==> config.mk <==
export PLATFORM = sky130hd
export DESIGN_NAME = change_dispenser
export DESIGN_NICKNAME = d
export VERILOG_FILES = /design/src/rtl/change_dispenser.sv
export SDC_FILE = /design/constraint.sdc
export NUM_CORES = 1
export LEC_CHECK = 0
export BUFFER_PORTS_ARGS = -buffer_cell sky130_fd_sc_hd__buf_2
export CORE_MARGIN = 1.5
export CORE_UTILIZATION = 38
export CTS_CLUSTER_SIZE = 30
export DETAILED_ROUTE_END_ITERATION = 10
export GPL_ROUTABILITY_DRIVEN = 1
export PLACE_DENSITY_LB_ADDON = 0.12
export REMOVE_ABC_BUFFERS = 1
export SLEW_MARGIN = 20
export SYNTH_ARGS = -nofsm -noshare
export SYNTH_HDL_FRONTEND = slang
export SYNTH_SLANG_ARGS = --single-unit
==> constraint.sdc <==
create_clock -name clk -period 3.4 [get_ports clk]
set_clock_uncertainty 0.15 [all_clocks]
set_input_delay 0.34 -clock clk [delete_from_list [all_inputs] [get_ports clk]]
set_output_delay 0.34 -clock clk [all_outputs]
set_load 0.1 [all_outputs]
==> src/rtl/change_dispenser.sv <==
// Change payout engine: latches a refund amount and issues 10/5/1 dollar coins
// largest-first over a valid/ready handshake, tracking hopper inventory.
//
// state | meaning
// IDLE  | waiting for start; refill reloads inventory
// SEL   | choose the largest affordable, stocked denomination
// ISSUE | present coin, wait for coin_ready
// DONE  | one-cycle done pulse, report short/residual
module change_dispenser #(
    parameter int CNT_W    = 8,
    parameter int INIT_N10 = 20,
    parameter int INIT_N5  = 20,
    parameter int INIT_N1  = 50
) (
    input  logic             clk,
    input  logic             rst,
    input  logic             start,
    input  logic [7:0]       amount,
    input  logic             refill,
    input  logic             coin_ready,
    output logic             coin_valid,
    output logic [1:0]       coin_sel,
    output logic             busy,
    output logic             done,
    output logic             short,
    output logic [7:0]       residual,
    output logic [CNT_W-1:0] inv10,
    output logic [CNT_W-1:0] inv5,
    output logic [CNT_W-1:0] inv1
);

    typedef enum logic [1:0] {IDLE, SEL, ISSUE, DONE} state_t;

    localparam logic [1:0] SEL_10 = 2'd1;
    localparam logic [1:0] SEL_5  = 2'd2;
    localparam logic [1:0] SEL_1  = 2'd3;

    state_t     state;
    logic [7:0] remain;
    logic [7:0] coin_val;
    logic [7:0] remain_next;

    always_comb begin
        coin_val = 8'd0;
        case (coin_sel)
            SEL_10:  coin_val = 8'd10;
            SEL_5:   coin_val = 8'd5;
            SEL_1:   coin_val = 8'd1;
            default: coin_val = 8'd0;
        endcase
    end

    // coin_sel is only ever picked with coin_val <= remain, so no underflow
    assign remain_next = remain - coin_val;

    always_ff @(posedge clk) begin
        if (!rst) begin
            state      <= IDLE;
            remain     <= 8'd0;
            coin_valid <= 1'b0;
            coin_sel   <= 2'd0;
            busy       <= 1'b0;
            done       <= 1'b0;
            short      <= 1'b0;
            residual   <= 8'd0;
            inv10      <= CNT_W'(INIT_N10);
            inv5       <= CNT_W'(INIT_N5);
            inv1       <= CNT_W'(INIT_N1);
        end else begin
            done <= 1'b0;
            case (state)
                IDLE: begin
                    if (start) begin
                        remain   <= amount;
                        short    <= 1'b0;
                        residual <= 8'd0;
                        busy     <= 1'b1;
                        if (amount == 8'd0) begin
                            state <= DONE;
                            done  <= 1'b1;
                        end else begin
                            state <= SEL;
                        end
                    end else if (refill) begin
                        inv10 <= CNT_W'(INIT_N10);
                        inv5  <= CNT_W'(INIT_N5);
                        inv1  <= CNT_W'(INIT_N1);
                    end
                end
                SEL: begin
                    if (remain >= 8'd10 && inv10 != '0) begin
                        coin_sel   <= SEL_10;
                        coin_valid <= 1'b1;
                        state      <= ISSUE;
                    end else if (remain >= 8'd5 && inv5 != '0) begin
                        coin_sel   <= SEL_5;
                        coin_valid <= 1'b1;
                        state      <= ISSUE;
                    end else if (remain >= 8'd1 && inv1 != '0) begin
                        coin_sel   <= SEL_1;
                        coin_valid <= 1'b1;
                        state      <= ISSUE;
                    end else begin
                        state    <= DONE;
                        done     <= 1'b1;
                        short    <= (remain != 8'd0);
                        residual <= remain;
                    end
                end
                ISSUE: begin
                    if (coin_ready) begin
                        remain     <= remain_next;
                        coin_valid <= 1'b0;
                        coin_sel   <= 2'd0;
                        case (coin_sel)
                            SEL_10: if (inv10 != '0) inv10 <= inv10 - CNT_W'(1);
                            SEL_5:  if (inv5 != '0)  inv5  <= inv5 - CNT_W'(1);
                            SEL_1:  if (inv1 != '0)  inv1  <= inv1 - CNT_W'(1);
                            default: ;
                        endcase
                        if (remain_next == 8'd0) begin
                            state    <= DONE;
                            done     <= 1'b1;
                            short    <= 1'b0;
                            residual <= 8'd0;
                        end else begin
                            state <= SEL;
                        end
                    end
                end
                DONE: begin
                    state <= IDLE;
                    busy  <= 1'b0;
                end
                default: begin
                    state <= IDLE;
                    busy  <= 1'b0;
                end
            endcase
        end
    end

endmodule

Yosys cells after proc, flatten, opt, wreduce, memory -nomap -nowiden
Index checks and enable logic that the tools add are counted.
{ "classes": {"addsub": 4, "n_lt_le_gt_ge": 3, "n_eq_ne": 21, "muxes": 62, "reduce_logical": 22} }
{ "ops": {"columns": ["operator", "count"], "rows": [
  ["$mux W8", 21],
  ["$pmux W8 S2", 4],
  ["$reduce_bool A8 Y1", 4],
  ["$pmux W8 S3", 1],
  ["$sub A8 B1 Y8 const B", 3],
  ["$ne A2 B2 Y1 const B", 11],
  ["$mux W1", 21],
  ["$reduce_and A6 Y1", 3],
  ["$logic_not A8 Y1", 2],
  ["$mux W2", 8],
  ["$pmux W4 S3", 1],
  ["$eq A2 B2 Y1 const B", 4],
  ["$ge A8 B1 Y1 const B", 1],
  ["$ge A8 B3 Y1 const B", 1],
  ["$ge A8 B4 Y1 const B", 1],
  ["$pmux W2 S4", 1],
  ["$sub A8 B8 Y8", 1],
  ["$reduce_and A7 Y1", 1],
  ["$ne A2 B1 Y1 const B", 3],
  ["$pmux W1 S3", 2],
  ["$reduce_and A3 Y1", 2],
  ["$reduce_bool A2 Y1", 3],
  ["$eq A2 B1 Y1 const B", 2],
  ["$ne A4 B4 Y1 const B", 1],
  ["6 further kinds", 10]
]} }
{ "word_totals": {"ff_bits": 48, "elab_cells": 123} }

Longest topological paths before layout
Gate-level depths: netlist of run 1.
{ "logic_depth": {"ltp_word": 7, "depth_mapped": 10} }

Least setup slack after synthesis of run 1
OpenSTA, ideal clock, no wires.
{ "synth_path": {"kind": "register -> register", "startpoint": "reg coin_sel[1]", "endpoint": "reg residual[0]", "setup_ns": 0.121, "t_arrival_ns": 2.870, "required_ns": 3.129, "slack_ns": 0.258, "stages_incl_launch_ff": 10, "n_path_buf": 1, "cell_sequence": "dfxtp_1 > nand2b_1 > ha_1 > and3b_1 > or4_1 > a21oi_1 > o2111a_1 > o21ai_1 > buf_6 > mux2i_1"} }
{ "synth_via": {"elab_chain_len": 6, "elab_cells_between_ends": 8, "cone_classes": "add/sub (1); eq/ne (4); mux (1); reduce/logical (2)"} }
{ "synth_lines": {"columns": ["element", "line", "source"], "rows": [
  ["start: declaration", "22", "output logic [1:0] coin_sel,"],
  ["start signal: assignment", "61", "coin_sel <= 2'd0;"],
  ["start signal: assignment", "92", "coin_sel <= SEL_10;"],
  ["start signal: assignment", "96", "coin_sel <= SEL_5;"],
  ["$eq A2 B2 Y1 / $eq A2 B1 Y1 (equally long branches)", "45", "case (coin_sel)"],
  ["$pmux W4 S3 *", "45", null],
  ["$sub A8 B8 Y8 *", "54", "assign remain_next = remain - coin_val;"],
  ["$logic_not A8 Y1 *", "121", "if (remain_next == 8'd0) begin"],
  ["$ne A2 B2 Y1 (no line) *", null, null],
  ["$reduce_and A7 Y1 (no line) *", null, null],
  ["end signal: assignment", "107", "residual <= remain;"],
  ["end: declaration", "26", "output logic [7:0] residual,"]
]} }
Every way passes the cells marked *; elsewhere a longest branch is shown, timed or not.
A chain may end at the register's enable or synchronous reset.

Worst setup path after layout of run 1
{ "layout_path": {"startpoint": "reg coin_sel[1]", "endpoint": "reg residual[1]"} }
The elaborated chain is that of the path after synthesis.

==> results.md, run 1 <==
- Status: finished, final reports clean
- Design area: 3190 um2
- Reg2reg path depth: 8
- Critical Path Start: coin_sel[1]$_SDFFE_PN0P_
- Vias: 2432
- WP data arrival: 3.13 ns
- Routed Antenna Nets: 0
- Max Cap Violations: 0
- Largest family of logic cells by synthesized area: simple AND/OR/NAND/NOR gates
- Max_slew headroom: 29.2%
- Placed cell areas: 3110 um2
- Final slew viol count: 0
- Synth Area in XOR/XNOR: 7.27%
- Endpoints failing hold: 0
- RSZ-0062 raised after global routing: false
- Detailed Route Iter0 Violations: 102
- Leak: 1.36 nW
- Worst hold path type: in -> reg
- Max Fanout on Critical Path: 9
- Register Area: 961 um2
- Footprint of the multi-input gates: 1660 um2
- Worst-path clk slew: 0.09 ns
- CP Class: reg -> reg
- Post-synthesis cell count: 323
- Num ports: 51
- Clock Latency Late Sink: 0.30 ns
- Kind of end point of the critical path: flop
- DRC: 0
- Cell area power density: 901 nW/um2
- Post-DP HPWL: 5100 um
- Initial antenna violation count: 0
- Yosys top cell by area: dfxtp_1
- Die Y: 88.4 um
- Root Driver: clkbuf_8
- Slowest stage cell, crit path: o21ai_1
- Adder-cell share of the synthesized area: 7.50%
- First-pass GRT wire length: 11100 um
- CP Capture Point: residual[1]$_SDFFE_PN0P_
- Final Util: 46.2%
- Worst path max stage delay: 0.82 ns
- Tightest Pin Transition: 1.06 ns
- Capture point of the worst reg-to-reg path: residual[1]$_SDFFE_PN0P_
- Total inserted antenna cells: 0
- Final setup fails: 0
- Routed WL per cell: 14.6 um
- Tmin final: 3.06 ns
- Worst R2R Start: coin_sel[1]$_SDFFE_PN0P_
- Cts hold-fix bufs: 0
- Async SR Flop Fraction: 0%
- Highest metal used: met4
- FMAX: 0.327 GHz
- Startpoint types: flop
- Leading cell type by number of instances after synthesis: dfxtp_1
- Setup_tns: 0 ns
- FF-to-FF setup slack: 0.34 ns
- PortBufs: 50
- Largest net degree at the start of global routing: 28
- Ranking of synthesized cells by area: dfxtp_1, ha_1, nor2_1
- Area Growth Syn to Fin: 15.2%
- Sinks on Clock Net: 48
- CTS max path bufs: 2
- Synth Area per Inst: 8.58 um2
- Distinct cell type count after synthesis: 64
- Predominant post-synthesis flop cell: dfxtp_1
- Post-CTS Setup Bufs: 0
- Share of the synthesized area in the top cell type: 34.7%
- Placeable Area: 6910 um2
- Register area share after synthesis: 34.7%
- # fillers: 766
- TritonCTS clock tree: built
- Die Area: 7810 um2
- CTS buffer count: 5
- Ys Warns: 0
- Mapped Area: 2770 um2
- CTS resizes: 0
- Met2 WL post-DR: 3170 um
- CP required: 3.48 ns
- Final wirelength: 6830 um
- WL met3: 254 um
- Total congestion overflow: 0
- Post-synthesis compound-gate area fraction: 15.5%
- Register bit total from synthesis: 48
- GRT Util Overall: 18.4%
- CP Cell Sequence: nand2b_1, ha_1, nor2b_1, a221oi_2, xnor2_1, o2111a_1, o21ai_1, mux2i_1
- Drt pass-1 iters: 4
- Peak supply drop: 0.000292 V
- Mux contribution to synthesized area: 4.70%
- H-tree Lvls: 2
- Via density: 5.19
- Fraction of layout instances using a drive strength above 1: 21.4%
- Final net count: 402
- Simple-gate share of the synthesized area: 24.9%
- Chip width: 88.4 um
- Synth cell count leaders: dfxtp_1, nor2_1, nand2_1, nand3_1, inv_1
- EDFF count, synth: 0
- M1 WL: 3290 um
- Fin crit share: 89.9%
- Vias in the first global route: 2243
- Gpl congestion: 0.925
- # rows: 30
- Initial Util: 40.1%
-- registers in the layout (all words and copies together) (netlist names) --
name,count
inv10,8
inv1,8
inv5,8
remain,8
residual,8
coin_sel,2
state,2
busy,1
coin_valid,1
done,1
short,1
-- worst min-delay path by stage --
stage / from / end / slack, ns / depth (start not counted)
floorplan: rst / inv1[1]$_SDFFE_PN1P_ / 0.25 / 1
global placement: residual[6]$_SDFFE_PN0P_ / residual[6]$_SDFFE_PN0P_ / 0.29 / 2
detailed placement: coin_valid$_SDFFE_PN0P_ / coin_valid$_SDFFE_PN0P_ / 0.30 / 2
CTS: coin_ready / done$_SDFF_PN0_ / 0.25 / 3
global route: coin_ready / coin_valid$_SDFFE_PN0P_ / 0.27 / 4
finish: coin_ready / done$_SDFF_PN0_ / 0.25 / 3
-- area by class of cell --
type / count / share of cell area, %
Multi-Input combinational cell: 243 / 52.0
Clock buffer: 6 / 2.27
Inverter: 18 / 2.20
Clock inverter: 1 / 0.157
Timing Repair Buffer: 57 / 9.49
Tap cell: 96 / 3.76
Sequential cell: 48 / 30.1
-- cells in the final DEF, fill, tap and decap left out, types with 3 or more instances in the layout --
master and count:
xnor2_1 8, clkbuf_8 5, dfxtp_1 48, ha_1 15, a21oi_1 9, nand4b_1 3
nor2_1 44, mux2i_1 13, and3b_1 3, buf_2 50, xor2_1 15, o21a_1 3
inv_1 17, o21ai_1 6, nand3_1 18, nand2b_1 5, nand2_1 30, nor3_1 6
a211oi_1 8, o21ai_0 4, buf_4 7, nor4_1 8
-- logic make-up after synthesis --
family | after synthesis
buf+inv | 32
xor+xnor | 23
mux | 13
flops | 48
simple gates | 136
compound gates | 55
fa+ha+maj | 16
-- critical path, delay by kind of cell (launching register included) --
family	cells	cell delay (ns)
mux	1	0.27
fa+ha+maj	1	0.36
simple gates	2	0.38
flops	1	0.34
compound gates	3	1.37
xor+xnor	1	0.11
-- per-stage QoR --
stage	worst slack [ns]	hold slack (ns)	total power, mW	instances
floorplan	-0.0118	0.252	2.15	309
global placement	0.436	0.292	2.55	462
detailed placement	0.333	0.299	2.56	462
CTS	0.304	0.251	2.89	469
global route	0.125	0.265	3.09	469
finish	0.344	0.252	2.88	469
-- power by group --
| group | internal (mW) | switching [mW] | total (mW) |
|---|---|---|---|
| Combinational | 0.580 | 1.19 | 1.77 |
| Clock | 0.140 | 0.188 | 0.328 |
| Sequential | 0.664 | 0.113 | 0.777 |
| Total | 1.38 | 1.49 | 2.88 |
-- per-layer routing --
metal,up-vias,global-route usage [%]
li1,1245,-
met1,1135,23.4
met2,43,31.0
met3,9,3.73
met4,0,6.25
met5,-,0
Note: power is estimated with default switching activity, not from simulation.
==> inputs of run 2 (changes only) <==
RECOVER_POWER = 100   (was default)
SLEW_MARGIN = 30   (was 20)
==> run 2 against run 1 <==
Compared with the run above:
- first-iteration DRC count is 6.9% lower
- sequential power hardly changed
- setup slack better by 0.15 ns
- critical path type unchanged
- largest power group unchanged
- sequential share of layout area is 0.83 points higher
- utilization is 1.2 points lower
- routed wire length is 0.51% lower
- global-route usage hardly changed
- power is 2.5% lower
==> results.md, run 2 (synthesis results as in run 1) <==
- Place WS: 0.662 ns
- Final setup fails: 0
- Endpoints failing hold: 0
- Highest metal used: met4
- Post-DP HPWL: 5070 um
- WP data arrival: 2.99 ns
- Root Driver: clkbuf_8
- Worst hold path type: in -> reg
- Total congestion overflow: 0
- Final net count: 402
- DRC: 0
- Leak: 1.20 nW
- Final wirelength: 6790 um
- Gpl congestion: 0.925
- Detailed Route Iter0 Violations: 95
- Initial antenna violation count: 0
- Total power: 2.80 mW
- Chip width: 88.4 um
- Max_slew headroom: 20.3%
- Register Area: 961 um2
- Final slew viol count: 0
- Max Cap Violations: 0
- Worst hold start: coin_ready
- Cts hold-fix bufs: 0
- Fin crit share: 85.5%
- Most common cell after layout, fill and taps aside: dfxtp_1
- Vias: 2436
- Critical Path Start: coin_sel[1]$_SDFFE_PN0P_
- Setup_tns: 0 ns
- Die Area: 7810 um2
- FMAX: 0.344 GHz
- Peak supply drop: 0.000247 V
- RSZ-0062 raised after global routing: false
- Drt pass-1 iters: 5
- TritonCTS clock tree: built
- PortBufs: 50
- Register share of total power: 27.7%
- Placeable Area: 6910 um2
- GRT Util Overall: 18.4%
- Total inserted antenna cells: 0
- Most frequent cells in the layout: dfxtp_1, nor2_1, clkbuf_1
- M1 WL: 3270 um
- P_int: 1.33 mW
- Sinks on Clock Net: 48
- Routed WL per cell: 14.5 um
- Cell area power density: 903 nW/um2
- Sw Ratio: 52.4%
- Kind of end point of the critical path: flop
- Startpoint types: flop
- Worst path max stage delay: 0.52 ns
- Initial Util: 40.1%
- Placed Cells: 462
- Status: finished, final reports clean
- Clock Latency Late Sink: 0.30 ns
- Tightest Pin Transition: 1.20 ns
- First-pass GRT wire length: 11000 um
- CTS resizes: 0
- CP Class: reg -> reg
- CTS max path bufs: 2
- Tmin final: 2.91 ns
- Routed Antenna Nets: 0
- Met2 WL post-DR: 3120 um
- Placed cell areas: 3120 um2
- Vias in the first global route: 2223
- Sw power: 1.47 mW
- CTS buffer count: 5
- Non-Filler Instances: 469
- H-tree Lvls: 2
- Crit path max-delay family: compound AO/OA/AOI/OAI gates
- Via density: 5.19
- # rows: 30
- Worst R2R Start: coin_sel[1]$_SDFFE_PN0P_
- # fillers: 777
- Die Y: 88.4 um
- Post-route setup slack: 0.493 ns
- Max Fanout on Critical Path: 9
- Design area: 3110 um2
- Area Growth Syn to Fin: 12.1%
- CP required: 3.48 ns
- Worst-path clk slew: 0.09 ns
- WL met3: 284 um
- Slowest stage cell, crit path: a221oi_1
- CP Cell Sequence: nand2b_1, ha_1, nor2b_1, a221oi_1, xnor2_1, o2111a_1, o21ai_2, mux2i_1
- Post-CTS Setup Bufs: 0
- Fraction of layout instances using a drive strength above 1: 9.12%
- Clock power share: 11.8%
- Largest net degree at the start of global routing: 28
- Comb pwr share: 60.4%
- Num ports: 51
- CP bufs+invs: 0
- Footprint of the multi-input gates: 1630 um2
[run 2: cell count changes in the layout (fill, tap and decap cells not counted), sizes merged]
cell	change
buf	-40
clkbuf	+40
[run 2: per-layer routing]
metal / vias to the layer above / global-route usage (%)
li1: 1236 / -
met1: 1136 / 23.7
met2: 53 / 30.7
met3: 11 / 3.36
met4: 0 / 6.82
met5: - / 0
[run 2: area by class of cell]
cell class,count,share of cell area [%]
Clock buffer,6,2.34
Clock inverter,1,0.161
Inverter,18,2.26
Multi-Input combinational cell,243,52.5
Sequential cell,48,30.9
Tap cell,96,3.87
Timing Repair Buffer,57,7.98
[run 2: stage by stage]
step | util, % | hold slack (ns)
after CTS | 46.3 | 0.241
after global placement | 45.1 | 0.292
final | 45.0 | 0.251
after global routing | 45.0 | 0.272
after floorplan | - | 0.252
after detailed placement | 45.1 | 0.301
[run 2: tightest hold or removal path, stage by stage]
cell	delay, ns
buf_2	0.12
nand3_1	0.08
a311oi_1	0.10
[run 2: power groups by stage]
stage | clock network (mW) | registers, mW | logic [mW]
detailed placement | 0 | 0.790 | 1.77
CTS | 0.345 | 0.777 | 1.78
global placement | 0 | 0.789 | 1.77
global route | 0.365 | 0.794 | 1.86
finish | 0.332 | 0.778 | 1.69
floorplan | 0 | 1.13 | 1.02
[run 2: worst paths after layout]
check,endpoint,slack (ns),depth (start not counted)
setup / recovery,residual[7]$_SDFFE_PN0P_,0.49,8
hold / removal,done$_SDFF_PN0_,0.25,3
setup reg to reg,residual[7]$_SDFFE_PN0P_,0.49,8
hold reg to reg,residual[6]$_SDFFE_PN0P_,0.31,2
